===== config.mk =====
export PLATFORM = sky130hd
export DESIGN_NAME = audio_pdm_out
export DESIGN_NICKNAME = d
export VERILOG_FILES = /design/src/rtl/audio_pkg.sv /design/src/rtl/pdm_modulator.sv /design/src/rtl/audio_pdm_out.sv
export SDC_FILE = /design/constraint.sdc
export NUM_CORES = 1
export LEC_CHECK = 0
export BUFFER_PORTS_ARGS = -buffer_cell sky130_fd_sc_hd__buf_2
export CAP_MARGIN = 20
export CELL_PAD_IN_SITES_DETAIL_PLACEMENT = 2
export CELL_PAD_IN_SITES_GLOBAL_PLACEMENT = 2
export CORE_AREA = 2 2 101 103
export CTS_CLUSTER_SIZE = 12
export DETAILED_ROUTE_END_ITERATION = 6
export DIE_AREA = 0 0 103 105
export PLACE_DENSITY_LB_ADDON = 0.05
export SETUP_SLACK_MARGIN = 0.02
export SKIP_LAST_GASP = 1
export SLEW_MARGIN = 20
export SYNTH_ARGS = -nofsm -noshare
export SYNTH_HDL_FRONTEND = slang
export SYNTH_HIERARCHICAL = 1
export SYNTH_SLANG_ARGS = --single-unit

===== constraint.sdc =====
create_clock -name clk_in -period 7.8 [get_ports clk_in]
set_input_delay 1.17 -clock clk_in [delete_from_list [all_inputs] [get_ports clk_in]]
set_output_delay 1.17 -clock clk_in [all_outputs]
set_load 0.02 [all_outputs]

===== src/rtl/audio_pkg.sv =====
// Shared audio constants used by the output stage and the playback stage.
//   GAIN_MAX   : full-scale gain of the mute/unmute ramp (unity)
//   GAIN_SHIFT : right shift that normalises sample x gain back to sample range
//   PDM_MID    : modulator level for a zero-valued sample (50 % ones density)
//   AUDIO_W    : width of a signed audio sample
package audio_pkg;

  localparam int GAIN_MAX   = 16;
  localparam int GAIN_SHIFT = 4;
  localparam int PDM_MID    = 128;
  localparam int AUDIO_W    = 8;

  // Gain must hold 0..GAIN_MAX inclusive.
  localparam int GAIN_W     = $clog2(GAIN_MAX + 1);

endpackage


===== src/rtl/pdm_modulator.sv =====
// First-order sigma-delta modulator: converts an unsigned 8-bit level into a
// 1-bit stream whose ones density is level/256.
// Ports:
//   clk_in   : system clock, posedge
//   rst_in   : synchronous active-low reset
//   level_in : unsigned level 0..255
//   pdm_out  : 1-bit stream; any 256 consecutive bits hold exactly level ones
module pdm_modulator (
  input  logic       clk_in,
  input  logic       rst_in,
  input  logic [7:0] level_in,
  output logic       pdm_out
);

  logic [8:0] acc;
  logic [8:0] sum;

  // Only the low 8 bits carry the running error; bit 8 of the new sum is the
  // overflow that becomes the output bit.
  assign sum = {1'b0, acc[7:0]} + {1'b0, level_in};

  always_ff @(posedge clk_in) begin
    if (!rst_in) begin
      acc <= '0;
    end else begin
      acc <= sum;
    end
  end

  // acc[8] is the registered overflow of the last sum, i.e. the output bit.
  assign pdm_out = acc[8];

endmodule


===== src/rtl/audio_pdm_out.sv =====
// Audio output stage: sample-rate divider, sample latch, click-free gain ramp,
// shift-based volume and sigma-delta output.
// Ports:
//   clk_in          : system clock, posedge
//   rst_in          : synchronous active-low reset
//   audio_in        : signed sample, latched on tick cycles
//   volume_in       : attenuation as arithmetic right shift 0..7
//   mute_in         : 1 ramps gain to 0, 0 ramps gain to full
//   sample_tick_out : one-cycle strobe per sample period
//   pdm_out         : 1-bit sigma-delta stream to the audio pin
//   active_out      : 1 while gain is non-zero
module audio_pdm_out
  import audio_pkg::*;
#(
  parameter int SAMPLE_DIV = 8333
) (
  input  logic               clk_in,
  input  logic               rst_in,
  input  logic [AUDIO_W-1:0] audio_in,
  input  logic [2:0]         volume_in,
  input  logic               mute_in,
  output logic               sample_tick_out,
  output logic               pdm_out,
  output logic               active_out
);

  localparam int CNT_W  = (SAMPLE_DIV > 1) ? $clog2(SAMPLE_DIV) : 1;
  localparam int PROD_W = AUDIO_W + GAIN_W;

  logic [CNT_W-1:0]          counter;
  logic                      vld_p1;
  logic signed [AUDIO_W-1:0] sample_reg;
  logic [GAIN_W-1:0]         gain;
  logic [GAIN_W-1:0]         gain_nxt;
  logic [7:0]                level_reg;

  // One ramp step toward the target; holds once the target is reached.
  function automatic logic [GAIN_W-1:0] step_gain(input logic [GAIN_W-1:0] g,
                                                  input logic mute);
    if (mute) begin
      return (g != '0) ? g - 1'b1 : g;
    end
    return (g != GAIN_W'(GAIN_MAX)) ? g + 1'b1 : g;
  endfunction

  // sample x gain, normalised and attenuated with arithmetic shifts (floor
  // rounding), then offset to the unsigned modulator range. |scaled| <= 128
  // so the 8-bit result never wraps.
  function automatic logic [7:0] calc_level(input logic signed [AUDIO_W-1:0] s,
                                            input logic [GAIN_W-1:0] g,
                                            input logic [2:0] vol);
    logic signed [PROD_W-1:0] s_ext;
    logic signed [PROD_W-1:0] g_ext;
    logic signed [PROD_W-1:0] prod;
    logic signed [PROD_W-1:0] scaled;
    s_ext  = {{GAIN_W{s[AUDIO_W-1]}}, s};
    g_ext  = {{AUDIO_W{1'b0}}, g};
    prod   = s_ext * g_ext;
    scaled = (prod >>> GAIN_SHIFT) >>> vol;
    return 8'(scaled + PROD_W'(PDM_MID));
  endfunction

  assign gain_nxt = step_gain(gain, mute_in);

  always_ff @(posedge clk_in) begin
    if (!rst_in) begin
      counter         <= '0;
      sample_tick_out <= 1'b0;
      vld_p1          <= 1'b0;
      sample_reg      <= '0;
      gain            <= '0;
      active_out      <= 1'b0;
      level_reg       <= 8'(PDM_MID);
    end else begin
      // p0: divider and tick strobe
      sample_tick_out <= (counter == CNT_W'(SAMPLE_DIV - 1));
      counter         <= (counter == CNT_W'(SAMPLE_DIV - 1)) ? '0 : counter + 1'b1;
      vld_p1          <= sample_tick_out;
      if (sample_tick_out) begin
        sample_reg <= audio_in;
        gain       <= gain_nxt;
        active_out <= (gain_nxt != '0);
      end
      // p1: level calculation in the cycle after a tick
      if (vld_p1) begin
        level_reg <= calc_level(sample_reg, gain, volume_in);
      end
    end
  end

  // p2: sigma-delta modulator
  pdm_modulator u_mod (
    .clk_in   (clk_in),
    .rst_in   (rst_in),
    .level_in (level_reg),
    .pdm_out  (pdm_out)
  );

endmodule


# Word level (Yosys, flattened, before mapping)
# Cells that the tools add are included.
# word_totals
regBits,47
latchBits,0
ram_bits,0
mem_bits_ro,0
out_inout_bits,3
memories,0
# op_classes
n_addsub,5
n_mul,1
div,0
magnitude_cmp,0
eq_ne,2
n_shift,1
muxes,5
bitwise,1
n_reduce_logical,3
# op_table
operator,count
5-bit 2-to-1 mux,4
14-bit by 1-bit adder with 14-bit output (second input constant),1
14-bit == test (second input constant),1
8-bit by 6-bit multiplier with 13-bit output,1
5-bit nonzero test,2
8-bit by 8-bit adder with 9-bit output,1
9-bit by 3-bit >>> shifter with 8-bit output,1
8-bit adder (second input constant),1
5-bit by 1-bit adder with 5-bit output (second input constant),1
5-bit != test (second input constant),1
5-bit by 1-bit subtractor with 5-bit output (second input constant),1
2-bit OR reduction,1
1-bit 2-to-1 mux,1
1-bit inverter,1

# Depth between registers and ports, before layout
# Gate-level depths: netlist of the first run.
# logic_depth
word_depth,5
ltp_mapped,16

# Hierarchy
# The synthesis of the first run kept the hierarchy.
# modules_own_cells
mod,instances,cells_per_inst,area_per_inst_um2,seq_area_each_um2
audio_pdm_out,1,416,3418.3,760.7
pdm_modulator,1,55,544.3,180.2

# Worst setup path after synthesis of the first run
# Ideal clock, no wire load.
# synth_timing
kind,reg-to-reg
from,register gain[0]
to,register level_reg[4]
setup_time_ps,132
t_arrival_ps,3994
slack_ps,3674
path_stages_with_launch,15
path_buffers,1
period_less_slack_ps,4126
cell_sequence,dfxtp_1 clkbuf_1 and2_1 fa_1 fa_1 inv_1 fa_1 inv_1 ha_1 and3_1 a221oi_2 mux2i_1 nor3_2 a311oi_1 a211oi_1
# synth_via
elab_chain_cells,3
# synth_rtl
item,line,source
from (decl),audio_pdm_out.sv:33,logic [GAIN_W-1:0] gain;
from (signal assigned),audio_pdm_out.sv:81,gain <= gain_nxt;
8-bit by 6-bit multiplier with 13-bit output,audio_pdm_out.sv:58,prod = s_ext * g_ext;
9-bit by 3-bit >>> shifter with 8-bit output,audio_pdm_out.sv:59,scaled = (prod >>> GAIN_SHIFT) >>> vol;
8-bit adder,audio_pdm_out.sv:60,return 8'(scaled + PROD_W'(PDM_MID));
to (signal assigned),audio_pdm_out.sv:73,level_reg <= 8'(PDM_MID);
to (signal assigned),audio_pdm_out.sv:86,"level_reg <= calc_level(sample_reg, gain, volume_in);"
to (decl),audio_pdm_out.sv:35,logic [7:0] level_reg;
# Every way passes these cells.
# A chain may end at the register's enable or synchronous reset.

# Worst setup path after layout of the first run
# layout_timing
from,register gain[2]
to,register level_reg[4]
# Same word-level chain as after synthesis.

==> flow_results.org, run 1 <==
** Setup path
- Counting both buffers and inverters, the worst setup path holds a total of 2.
- The worst setup path is captured at a flop.
- Among the stages of the critical path, the cell type that occurs most often is sky130_fd_sc_hd__fa_1.
- Internal reg-to-reg setup slack :: 3.22 ns
- The critical path in this run is classified as reg -> reg.
- Type of element launching the critical path :: flop
- Cell type of the slowest stage on the worst timing path :: sky130_fd_sc_hd__dfxtp_1
- The critical path crosses 13 cells after its start point.
- Traced cell by cell, the critical path runs through and2_1, fa_1, fa_1, inv_1, fa_1, inv_1, ha_1, a21o_1, a221oi_2, mux2i_1, nor3_2, a311oi_1, a211oi_1.
- At the worst endpoint, the arrival time is 4.79 ns.
- R2R cell count :: 13
- For the worst setup path, the data required time is 8.00 ns.
- Delay of the slowest cell on the worst path :: 0.65 ns
- Cell family contributing the most delay on the critical path :: adder cells
- In this run the worst path has a maximum fanout of 16.

** Die
- Floorplan die width :: 103 µm
- The floorplan has 36 rows.
- 17 I/O pins were placed.
- Starting density of the core :: slightly above 40%
- Die boundary height :: 105 µm
- Area of the core :: 0.00964 mm²
- The floorplan step defined a die boundary enclosing 0.0108 mm².

** Outcome
- Result of the run :: complete, no violations

** Place
- The HPWL after detailed placement is 8.32 mm.
- Prior to clock tree synthesis, the placed netlist has a worst setup slack of 3.20 ns.
- At the end of routability-driven placement, the weighted congestion stood at 0.777.
- The count of buffers added on input and output ports is 16.

** Synth
- Summing every instance area after synthesis gives just under 0.004 mm².
- Synthesis produced a netlist whose cell count is around 470.
- Synthesis produced a netlist with a net count of ~540.
- The Yosys step of the flow raised 6 warnings.
- Count of flip-flops with a built-in enable after synthesis :: 0
- FF+latch count, synth :: 47
- For this run, the leading register cell type out of synthesis is sky130_fd_sc_hd__dfxtp_1.
- In the synthesized netlist the async set-or-reset flop fraction comes to 0%.
- A synthesized cell averages 8.41 µm².
- Netlist cell types :: 58
- Sequential elements use 23.7% of the synthesized area.

** Clocking
- The clock drives 47 sinks.
- Number of gates given a new drive strength after cts :: 0
- The clock tree synthesis step divided the H-tree into 2 levels.
- In this run the post-CTS setup repair buffer count came out at 0.
- The clock passes through at most 2 buffers.
- Clk Tree Root Cell :: sky130_fd_sc_hd__clkbuf_8
- TritonCTS clock tree :: done
- At the later pin of the worst-skew pair, clock insertion delay measures approximately 0.32 ns.
- Clock-pin slew was measured on the worst setup and hold paths at 0.10 ns.
- Cts-stage hold buffer count :: 0
- Buffers inserted during clock tree synthesis total 5.

** Job
- The tool flagged a number of max-cap violations equal to 0.

** Finish
- The area growth from synthesis to layout is 7.52%.
- Counting flops per register, the top entry is counter.
- Number of flip-flops in the largest register :: 14
- Fillers :: between 1000 and 1500
- Fraction of final layout cells with drive strength greater than 1 :: 7.76%
- In the final layout, the registers with the most flip-flops are counter x14, u_mod/acc x9.
- Across the whole layout, storage elements account for 941 µm².
- Final Net Count :: 546
- 0 antenna diodes ended up in the layout.
- Multi-input logic area :: 0.00277 mm²

** Global routing
- The initial antenna violation count was 0.
- Largest net degree at the start of global routing :: 24
- Final global-route overflow total :: 0
- Global router's overall resource usage :: 20.9%
- The number of global-route vias before repair is 3642.
- The first global-routing pass estimated 17.8 mm of wire.

** Drt
- In the final routed layout, each cell accounts on average for ~17 µm.
- In this run the remaining antenna-violating nets after routing total 0.
- Remaining DRCs :: 0
- Routed Wire Length :: 10.5 mm
- In this run, the number of DRC markers left after iteration 0 of detailed routing was 49.
- Via count :: 3337
- Number of iterations in the first detailed-routing pass :: 4
- After detailed routing, the number of vias per cell comes to 5.47.

** Timing
- Worst-case headroom to the max-slew limit :: 38.5%
- Final setup violation count :: 0
- The number of hold violations in the final report was 0.
- Setup slack on the critical path of the routed design comes to 3.22 ns.
- At the pin with the least slew margin, the transition time is 0.922 ns.
- The clock arrives with approximately 0.013 ns of skew.
- RSZ-0062 raised after global routing :: false
- Counting I/O delays and the setup requirement, the final critical path takes 4.58 ns.
- Peak clock frequency supported by timing :: 218 MHz
- The number of max-slew violations in the final report came to 0.
- Of the available clock period, the critical path in the final layout requires between 50% and 60%.
- Summed over all failing endpoints, the final setup total negative slack is 0 ns.

** Power
- VDD sags by at most 83.9 µV.
- In this run the static leakage power is roughly 1.9 nW.
- PwrDens :: 110 mW/mm²

** Worst hold path
- The tightest min-delay check is of the reg -> reg type.
- Instance count along the most critical hold path :: 2
==> routing by layer <==
metal	global-route usage [%]	up-vias	wire (µm)
li1	-	1613	-
met1	25.5	1680	4700
met2	37.2	28	5470
met3	3.41	16	192
met4	5.64	0	187
met5	0	-	0
==> placed cells by master (no fill, tap or decap), types with 3 or more instances in the layout <==
| cell | synthesis | layout |
|---|---|---|
| sky130_fd_sc_hd__inv_1 | 48 | 48 |
| sky130_fd_sc_hd__nor2_1 | 47 | 47 |
| sky130_fd_sc_hd__dfxtp_1 | 47 | 47 |
| sky130_fd_sc_hd__and2_1 | 42 | 42 |
| sky130_fd_sc_hd__ha_1 | 31 | 31 |
| sky130_fd_sc_hd__nand2_1 | 26 | 26 |
| sky130_fd_sc_hd__fa_1 | 25 | 25 |
| sky130_fd_sc_hd__a21oi_1 | 16 | 16 |
| sky130_fd_sc_hd__buf_2 | 2 | 16 |
| sky130_fd_sc_hd__xnor2_1 | 15 | 15 |
| sky130_fd_sc_hd__mux2i_1 | 13 | 13 |
| sky130_fd_sc_hd__nand3_1 | 12 | 12 |
| sky130_fd_sc_hd__o21ai_0 | 12 | 12 |
| sky130_fd_sc_hd__xor2_1 | 12 | 12 |
| sky130_fd_sc_hd__nor3_1 | 11 | 11 |
| sky130_fd_sc_hd__nand4_1 | 10 | 10 |
| sky130_fd_sc_hd__o211ai_1 | 8 | 8 |
| sky130_fd_sc_hd__a211oi_1 | 7 | 7 |
| sky130_fd_sc_hd__clkbuf_8 | 0 | 6 |
| sky130_fd_sc_hd__nor2b_1 | 5 | 5 |
| sky130_fd_sc_hd__o21ai_1 | 5 | 5 |
| sky130_fd_sc_hd__and3_1 | 4 | 4 |
| sky130_fd_sc_hd__or3_1 | 4 | 4 |
| sky130_fd_sc_hd__nand2b_1 | 4 | 4 |
| sky130_fd_sc_hd__a31oi_1 | 4 | 4 |
| sky130_fd_sc_hd__a21oi_2 | 3 | 3 |
| sky130_fd_sc_hd__a311oi_1 | 3 | 3 |
| sky130_fd_sc_hd__o221ai_1 | 3 | 3 |
==> synth_stat cells (all sizes together) (5+ instances only) <==
cell    count  area share, %
inv        48            4.5
dfxtp      47             24
nor2       47            4.5
and2       43            6.9
ha         31            9.8
nand2      27            2.6
fa         25             13
a21oi      19            2.7
o21ai      19            2.6
clkbuf     15            1.4
xnor2      15            3.3
mux2i      13            3.3
nand3      12            1.5
nor3       12            1.6
xor2       12            2.7
nand4      10            1.6
a211oi      8            1.6
o211ai      8            1.5
nor2b       5           0.79
==> worst register-to-register path: stages (launching register included) <==
cell                       delay, ns
sky130_fd_sc_hd__dfxtp_1        0.65
sky130_fd_sc_hd__and2_1         0.26
sky130_fd_sc_hd__fa_1           0.47
sky130_fd_sc_hd__fa_1           0.51
sky130_fd_sc_hd__inv_1          0.06
sky130_fd_sc_hd__fa_1           0.53
sky130_fd_sc_hd__inv_1          0.04
sky130_fd_sc_hd__ha_1           0.36
sky130_fd_sc_hd__a21o_1         0.23
sky130_fd_sc_hd__a221oi_2       0.39
sky130_fd_sc_hd__mux2i_1        0.38
sky130_fd_sc_hd__nor3_2         0.12
sky130_fd_sc_hd__a311oi_1       0.36
sky130_fd_sc_hd__a211oi_1       0.13
==> cell families (layout without fill, tap and decap cells) <==
group                    after synthesis  after routing  share of synthesized area (%)
multiplexers                          14             14                           3.57
buffers and inverters                 67             73                           6.41
XOR/XNOR                              27             27                           5.97
adder cells (fa/ha/maj)               56             56                           22.4
AND/OR/NAND/NOR                      179            179                           23.6
AO/OA/AOI/OAI                         81             81                           14.3
flip-flops                            47             47                           23.7
==> final cells by class <==
cell class | instances | share of cell area (%)
Clock buffer | 6 | 1.94
Clock inverter | 2 | 0.910
Inverter | 49 | 4.32
Multi-Input combinational cell | 357 | 65.0
Sequential cell | 47 | 22.1
Tap cell | 133 | 3.91
Timing Repair Buffer | 16 | 1.88
==> worst paths after layout <==
path	startpoint	end
setup / recovery	gain[2]	level_reg[4]
hold reg to reg	level_reg[6]	level_reg[6]
hold / removal	level_reg[6]	level_reg[6]
setup reg to reg	gain[2]	level_reg[4]
==> power by group <==
part	leakage (nW)	switching [mW]	total, mW	internal [mW]
combinational	1.41	0.0168	0.0249	0.00811
clock	0.0618	0.0924	0.198	0.106
sequential	0.380	0.00204	0.244	0.242
total	1.85	0.111	0.467	0.355
==> stage by stage <==
stage                     area (µm²)  instances  power (mW)  hold slack (ns)  util (%)
after floorplan                 3960        471       0.264            0.431         -
after global placement          4140        602       0.274            0.476      42.9
after detailed placement        4140        602       0.275            0.479      42.9
after CTS                       4260        610       0.470            0.495      44.2
after global routing            4260        610       0.484            0.532      44.2
final                           4260        610       0.467            0.480      44.2
No activity file was read; power rests on OpenSTA's default activity.
==> run 2: changes to the inputs <==
--- a/config.mk
+++ b/config.mk
@@ -9,10 +9,10 @@
 export CAP_MARGIN = 20
 export CELL_PAD_IN_SITES_DETAIL_PLACEMENT = 2
 export CELL_PAD_IN_SITES_GLOBAL_PLACEMENT = 2
-export CORE_AREA = 2 2 101 103
+export CORE_AREA = 2 2 104 106
 export CTS_CLUSTER_SIZE = 12
 export DETAILED_ROUTE_END_ITERATION = 6
-export DIE_AREA = 0 0 103 105
+export DIE_AREA = 0 0 106 108
 export PLACE_DENSITY_LB_ADDON = 0.05
 export SETUP_SLACK_MARGIN = 0.02
 export SKIP_LAST_GASP = 1
==> constraint.sdc (replaced) <==
create_clock -name clk_in -period 4.3 [get_ports clk_in]
set_input_delay 0.645 -clock clk_in [delete_from_list [all_inputs] [get_ports clk_in]]
set_output_delay 0.645 -clock clk_in [all_outputs]
set_load 0.02 [all_outputs]
==> run 2 against run 1 <==
Against the previous run: sequential share of layout area shrank 0.66 points; via count is 0.51% lower; critical path depth increased by 1; worst setup slack lost 3.0 ns; die area increased by 5.9%; clock skew fell by 0.0044 ns; clock-buffer cell count is 1 lower; wire length decreased by 1.0%; flip-flop and latch count is the same; power up 62%; first-iteration DRC count grew 24%; register-to-register slack worse by 3.0 ns.
==> flow_results.org, run 2 (same netlist as run 1, synthesis figures left out) <==
** Setup path
- Delay of the slowest cell on the worst path :: 0.53 ns (was 0.65 ns)
- The category of the most critical setup path is reg -> reg (unchanged).
- Type of element launching the critical path :: flop (unchanged)
- Arrival time worst endpoint :: 4.32 ns (was 4.79 ns)
- Highest fanout seen on the critical path :: 6 (was 16)
- Cells traversed along the worst timing path :: and2_2, fa_1, fa_1, inv_1, fa_1, inv_1, ha_2, a21o_1, a221oi_4, mux2i_2, buf_4, nor3_1, o211ai_1, nand4_1 (was and2_1, fa_1, fa_1, inv_1, fa_1, inv_1, ha_1, a21o_1, a221oi_2, mux2i_1, nor3_2, a311oi_1, a211oi_1)
- The most numerous cell on the critical path is sky130_fd_sc_hd__fa_1 (unchanged).
- The slowest cell on the critical path is sky130_fd_sc_hd__fa_1 (was sky130_fd_sc_hd__dfxtp_1).
- The critical path's top delay family is adder cells (unchanged).
- The required time at the endpoint of the critical path is 4.49 ns (was 8.00 ns).
- Critical path endpoint category :: flop (unchanged)
- The buffering stage count on the worst path with inverters included is 3 (was 2).

** Finish
- The post-synthesis to final-layout area growth is 11.0% (was 7.52%).
- Final Net Count :: 557 (was 546)
- Commonest non-fill, non-tap cells in the layout: sky130_fd_sc_hd__inv_1 (48), sky130_fd_sc_hd__nor2_1 (47), sky130_fd_sc_hd__dfxtp_1 (46) (was sky130_fd_sc_hd__inv_1 (48), sky130_fd_sc_hd__nor2_1 (47), sky130_fd_sc_hd__dfxtp_1 (47)).
- The most frequent standard cell in the layout excluding fill and tap cells is sky130_fd_sc_hd__inv_1 (unchanged).
- Most flops, register :: counter (unchanged)
- The number of flip-flops under the largest register name is 14 (unchanged).
- Largest registers :: counter x14, u_mod/acc x9 (unchanged)
- Antenna diode instance count :: 0 (unchanged)
- Post-route cell area :: 0.00440 mm² (was 0.00426 mm²)
- Fraction of final layout cells with drive strength greater than 1 :: 12.7% (was 7.76%)

** Clocking
- Cts-stage hold buffer count :: 0 (unchanged)
- TritonCTS clock tree :: done (unchanged)
- The cell chosen for the clock root was sky130_fd_sc_hd__clkbuf_8 (unchanged).
- Clock Tree Buf Depth :: 2 (unchanged)
- Clock edge transition at the registers on the reported setup and hold paths :: 0.09 ns (was 0.10 ns)
- Clock insertion delay at the later pin of the skew report :: 0.31 ns (was 0.32 ns)
- Cts bufs inserted :: 5 (unchanged)
- Number of H-tree branching levels :: 2 (unchanged)
- The CTS sink count came to 47 (unchanged).

** Power
- The leakage component of the power was 1.90 nW (was 1.85 nW).
- The maximum vdd drop was 133 µV (was 83.9 µV).
- PwrDens :: 171 mW/mm² (was 110 mW/mm²)

** Timing
- Worst-case headroom to the max-slew limit :: 36.7% (was 38.5%)
- The maximum clock skew at final layout was 0.00881 ns (was 0.0132 ns).
- Peak clock frequency supported by timing :: 242 MHz (was 218 MHz)
- The number of hold violations in the final report is 0 (unchanged).
- RSZ-0062 raised after global routing :: true (was false)
- The summed negative setup slack over all endpoints came to 0 ns (unchanged).
- The ratio of final minimum period to clock period is 96.1% (was 58.8%).
- Final setup violation count :: 0 (unchanged)
- The number of max-slew violations in the final report is 0 (unchanged).
- Min cycle time layout :: 4.13 ns (was 4.58 ns)
- The transition time at the pin with the least slew margin was 0.948 ns (was 0.922 ns).

** Global routing
- The initial antenna violation count came to 0 (unchanged).
- The first-pass GRT wire length came to 18.3 mm (was 17.8 mm).
- The global-route total usage across every layer came to 19.9% (was 20.9%).
- Vias in the first global route :: 3748 (was 3642)
- Largest net degree at the start of global routing :: 24 (unchanged)
- Final global-route overflow total :: 0 (unchanged)

** Outcome
- Result of the run: complete, no violations (unchanged).

** Drt
- The detailed-router iteration count before antenna repair is 4 (unchanged).
- The post-detailed-route count of antenna-violating nets came to 0 (unchanged).
- Via-per-instance ratio :: 5.33 (was 5.47)
- The DRC marker count from the first detailed-route iteration was 61 (was 49).
- Via count :: 3320 (was 3337)
- The average wire per cell in the routed design was 16.8 µm (was 17.3 µm).
- The remaining design rule violation count was 0 (unchanged).
- The total wire length after detailed routing was 10.4 mm (was 10.5 mm).

** Die
- The horizontal die dimension came to 106 µm (was 103 µm).
- The initial cell density of the core is 38.7% (was 41.1%).
- Die boundary height :: 108 µm (was 105 µm)
- Die area :: 0.0114 mm² (was 0.0108 mm²)
- The standard-cell row count is 37 (was 36).
- Number of top-level pins :: 17 (unchanged)
- Area of the core :: 0.0102 mm² (was 0.00964 mm²)

** Place
- Area post-placement :: 0.00422 mm² (was 0.00414 mm²)
- Routability congestion estimate from global placement :: 0.760 (was 0.777)
- Placed wire-length estimate after detailed placement :: 8.40 mm (was 8.32 mm)
- Number of buffers added on ports :: 16 (unchanged)

** Worst hold path
- The path class of the lowest-slack min-delay path was reg -> reg (unchanged).

** Job
- The number of maximum-capacitance violations was 0 (unchanged).
==> run 2: cell count changes in the layout (fill, tap and decap cells not counted), sizes merged <==
cell    delta
clkinv     +2
bufinv     -1
buf       +11
inv        -1
clkbuf     -1
==> run 2: layout make-up <==
cell class                 instances  area, µm²
sequential                        47        942
tap                              136        170
multi-input combinational        357       2860
timing repair buffer              27        163
clock inverter                     2       13.8
fill                            1151       5830
inverter                          49        184
clock buffer                       5       68.8
==> run 2: repair_timing <==
item                       4_1_cts  5_1_grt
gates resized for setup          2       16
setup endpoints to repair        2        8
buffers inserted                 0        1
pin swaps                        0        2
==> run 2: worst register-to-register path, stage by stage, from the launching register on <==
cell and delay (ns):
sky130_fd_sc_hd__dfxtp_1 0.34, sky130_fd_sc_hd__and2_2 0.24, sky130_fd_sc_hd__fa_1 0.50, sky130_fd_sc_hd__fa_1 0.49, sky130_fd_sc_hd__inv_1 0.05, sky130_fd_sc_hd__fa_1 0.53, sky130_fd_sc_hd__inv_1 0.05, sky130_fd_sc_hd__ha_2 0.32
sky130_fd_sc_hd__a21o_1 0.22, sky130_fd_sc_hd__a221oi_4 0.38, sky130_fd_sc_hd__mux2i_2 0.35, sky130_fd_sc_hd__buf_4 0.17, sky130_fd_sc_hd__nor3_1 0.06, sky130_fd_sc_hd__o211ai_1 0.20, sky130_fd_sc_hd__nand4_1 0.12
==> run 2: metrics by stage <==
step                power (mW)  hold slack (ns)  util (%)  std cells  setup WS (ns)
finish                   0.754            0.493      43.0        623          0.167
global route             0.795            0.536      43.0        623        -0.0146
detailed placement       0.498            0.484      41.2        615        -0.0175
CTS                      0.768            0.504      42.1        622         0.0234
global placement         0.497            0.478      41.2        615         0.0667
floorplan                0.479            0.431         -        471          0.174
==> run 2: path summary, 6_finish.rpt <==
check | slack [ns] | cells past startpoint | startpoint | end
min | 0.49 | 1 | counter[0] | counter[0]
min reg2reg | 0.49 | 1 | counter[0] | counter[0]
max reg2reg | 0.17 | 14 | gain[0] | level_reg[1]
max | 0.17 | 14 | gain[0] | level_reg[1]
==> run 2: report_power, final <==
group          leakage (nW)  total [mW]  internal [mW]  switching [mW]
registers             0.380       0.442          0.438         0.00360
clock network        0.0440       0.266          0.111           0.155
logic                  1.47      0.0458         0.0152          0.0306
total                  1.90       0.754          0.565           0.189
==> run 2: layer usage <==
metal | up-vias | share of wire [%] | track usage, %
met1 | 1653 | 44 | 24.1
met5 | - | 0 | 0
met3 | 9 | 1.8 | 3.01
met2 | 26 | 53 | 37.3
li1 | 1632 | - | -
met4 | 0 | 1.1 | 4.61
==> run 3: changes to the inputs <==
--- a/config.mk
+++ b/config.mk
@@ -9,10 +9,10 @@
 export CAP_MARGIN = 20
 export CELL_PAD_IN_SITES_DETAIL_PLACEMENT = 2
 export CELL_PAD_IN_SITES_GLOBAL_PLACEMENT = 2
-export CORE_AREA = 2 2 104 106
+export CORE_AREA = 2 2 101 103
 export CTS_CLUSTER_SIZE = 12
 export DETAILED_ROUTE_END_ITERATION = 6
-export DIE_AREA = 0 0 106 108
+export DIE_AREA = 0 0 103 105
 export PLACE_DENSITY_LB_ADDON = 0.05
 export SETUP_SLACK_MARGIN = 0.02
 export SKIP_LAST_GASP = 1
==> constraint.sdc (replaced) <==
create_clock -name clk_in -period 5 [get_ports clk_in]
set_input_delay 0.75 -clock clk_in [delete_from_list [all_inputs] [get_ports clk_in]]
set_output_delay 0.75 -clock clk_in [all_outputs]
set_load 0.02 [all_outputs]
==> run 3 against run 2 <==
Against the previous run: core utilization up 1.5 points; clock-buffer cell count up 1; sequential share of layout area up 0.54 points; combinational power down 15%; via count down 0.24%; final cell count down 1.6%; non-clock buffer count down 8; worst setup slack better by 0.33 ns; sequential power down 14%.
==> flow_results.org, run 3 (same netlist as run 1, synthesis figures left out) <==
** Drt
- Wire length on met2 :: 5.38 mm (was 5.55 mm)
- Top layer in use :: met4 (unchanged)
- Met3 layer wire length in the routed design :: 266 µm (was 191 µm)
- Length of routed wiring on met1 :: 4.60 mm (was 4.59 mm)
- The DRC marker count from the first detailed-route iteration is 51 (was 61).
- The number of vias per cell after detailed routing was 5.40 (was 5.33).
- Number of iterations in the first detailed-routing pass :: 4 (unchanged)
- The via count is 3312 (was 3320).
- Remaining DRCs :: 0 (unchanged)
- The post-detailed-route count of antenna-violating nets is 0 (unchanged).
- The total wire length after detailed routing came to 10.3 mm (was 10.4 mm).
- Routed WL per cell :: 16.8 µm (about the same)

** Power
- Peak ir drop on the vdd network :: 151 µV (was 133 µV)
- The leakage component of the power was 1.87 nW (was 1.90 nW).
- Overall power :: 0.722 mW (was 0.754 mW)
- The cell area power density was 169 mW/mm² (was 171 mW/mm²).

** Setup path
- Critical path endpoint category :: flop (unchanged)
- Type of the worst setup path :: reg -> reg (unchanged)
- Type of element launching the critical path :: flop (unchanged)
- Highest fanout seen on the critical path :: 16 (was 6)
- The arrival time of the worst setup path is 4.69 ns (was 4.32 ns).
- The required time at the endpoint of the critical path came to 5.19 ns (was 4.49 ns).

** Finish
- Final Net Count :: 549 (was 557)
- The register name with the most flops is counter (unchanged).
- Fraction of final layout cells with drive strength greater than 1 :: 8.33% (was 12.7%)
- Commonest non-fill, non-tap cells in the layout :: sky130_fd_sc_hd__inv_1 (48), sky130_fd_sc_hd__nor2_1 (47), sky130_fd_sc_hd__dfxtp_1 (47) (was sky130_fd_sc_hd__inv_1 (48), sky130_fd_sc_hd__nor2_1 (47), sky130_fd_sc_hd__dfxtp_1 (46))
- Most common library cell in the layout ignoring fill and taps :: sky130_fd_sc_hd__inv_1 (unchanged)
- Largest registers :: counter x14, u_mod/acc x9 (unchanged)
- Number of flip-flops in the largest register :: 14 (unchanged)
- Synthesis-to-finish area growth :: 8.08% (was 11.0%)
- The cell area after layout was 0.00428 mm² (was 0.00440 mm²).
- Antenna diode instance count :: 0 (unchanged)

** Timing
- The number of hold violations in the final report came to 0 (unchanged).
- The setup-violating endpoint count in the final report is 0 (unchanged).
- The transition time at the pin with the least slew margin was 0.620 ns (was 0.948 ns).
- Max Clock Skew :: 0.00761 ns (was 0.00881 ns)
- The worst hold slack after final layout was 0.504 ns (was 0.493 ns).
- Worst-case headroom to the max-slew limit :: 58.6% (was 36.7%)
- The post-layout worst setup margin was 0.500 ns (was 0.167 ns).
- Final clock period utilization by the worst path :: 90.0% (was 96.1%)
- The time the final worst path needs with I/O delays and setup came to 4.50 ns (was 4.13 ns).
- RSZ-0062 raised after global routing :: false (was true)
- Setup Total Neg Slack :: 0 ns (unchanged)
- The maximum clock frequency was 222 MHz (was 242 MHz).
- Pins over their slew limit :: 0 (unchanged)

** Die
- Area of the core :: 0.00964 mm² (was 0.0102 mm²)
- The die footprint was 0.0108 mm² (was 0.0114 mm²).
- The horizontal die dimension came to 103 µm (was 106 µm).
- Die boundary height :: 105 µm (was 108 µm)
- Row count :: 36 (was 37)
- Starting density of the core :: 41.1% (was 38.7%)
- Number of top-level pins :: 17 (unchanged)

** Clocking
- The CTS tree is done (unchanged).
- The latest clock arrival within the worst-skew pair is 0.31 ns (about the same).
- Number of gates given a new drive strength after cts :: 0 (was 2)
- Cts-stage hold buffer count :: 0 (unchanged)
- The maximum root-to-sink buffer count is 2 (unchanged).
- Clk Tree Root Cell :: sky130_fd_sc_hd__clkbuf_8 (unchanged)
- CTS sink cnt :: 47 (unchanged)
- The register clock-pin slew on the reported worst setup and hold paths was 0.09 ns (about the same).
- Cts bufs inserted :: 5 (unchanged)
- The number of setup buffers added after CTS is 0 (unchanged).
- Number of H-tree branching levels :: 2 (unchanged)

** Place
- Number of buffers added on ports :: 16 (unchanged)
- Worst slack after detailed placement :: 0.527 ns (was -0.0175 ns)
- Routability congestion estimate from global placement :: 0.814 (was 0.760)
- The placed wire-length estimate was 8.37 mm (was 8.40 mm).
- Area post-placement :: 0.00416 mm² (was 0.00422 mm²)

** Global routing
- Final global-route overflow total :: 0 (unchanged)
- The initial antenna violation count is 0 (unchanged).
- The first-pass GRT wire length is 17.7 mm (was 18.3 mm).
- Global router's overall resource usage :: 20.6% (was 19.9%)
- The number of global-route vias before repair came to 3666 (was 3748).
- Largest net degree at the start of global routing :: 24 (unchanged)

** Outcome
- Result of the run :: complete, no violations (unchanged)

** Worst hold path
- Min-delay worst type :: reg -> reg (unchanged)

** Job
- The number of maximum-capacitance violations was 0 (unchanged).
==> run 3: cell count changes in the layout (fill, tap and decap cells not counted), moves of 2 or more <==
cell	before	now
sky130_fd_sc_hd__buf_4	11	3
sky130_fd_sc_hd__a21oi_1	14	16
sky130_fd_sc_hd__a21oi_2	5	3
sky130_fd_sc_hd__a311oi_1	1	3
sky130_fd_sc_hd__a311oi_2	2	0
sky130_fd_sc_hd__mux2i_1	11	13
sky130_fd_sc_hd__mux2i_2	2	0
sky130_fd_sc_hd__xnor2_1	13	15
==> run 3: per-layer routing <==
metal  GRT usage (%)  up-vias
met2            37.2       32
met1            25.0     1652
met4            4.04        0
met3            4.15        8
met5               0        -
li1                -     1620
==> run 3: cell type report <==
class,count,area [µm²]
fill,1142,5360
multi-input combinational,357,2770
sequential,47,941
inverter,49,184
tap,133,166
timing repair buffer,19,103
clock buffer,6,82.6
clock inverter,2,38.8
==> run 3: per-stage QoR <==
stage / cells / utilization [%]
floorplan: 471 / -
global placement: 605 / 43.2
detailed placement: 605 / 43.2
CTS: 613 / 44.4
global route: 613 / 44.4
finish: 613 / 44.4
==> run 3: final timing paths <==
check / start / endpoint / depth (start not counted) / slack (ns)
hold reg to reg: level_reg[6] / level_reg[6] / 2 / 0.50
hold / removal: level_reg[6] / level_reg[6] / 2 / 0.50
setup / recovery: gain[2] / level_reg[0] / 13 / 0.50
setup reg to reg: gain[2] / level_reg[0] / 13 / 0.50
==> run 3: critical path, stage by stage, from the launching register on <==
cell and delay [ns]:
sky130_fd_sc_hd__dfxtp_1 0.64, sky130_fd_sc_hd__and2_1 0.24, sky130_fd_sc_hd__fa_1 0.44, sky130_fd_sc_hd__fa_1 0.49, sky130_fd_sc_hd__inv_1 0.05, sky130_fd_sc_hd__fa_1 0.53
sky130_fd_sc_hd__inv_1 0.05, sky130_fd_sc_hd__ha_1 0.36, sky130_fd_sc_hd__a21o_1 0.22, sky130_fd_sc_hd__a221oi_2 0.38, sky130_fd_sc_hd__mux2i_1 0.42, sky130_fd_sc_hd__nor3_2 0.11
sky130_fd_sc_hd__a311oi_1 0.31, sky130_fd_sc_hd__o31ai_1 0.13
==> run 3: where the power goes <==
group | total, mW | switching, mW | internal, mW
sequential | 0.380 | 0.00322 | 0.377
combinational | 0.0389 | 0.0262 | 0.0127
clock | 0.303 | 0.138 | 0.165
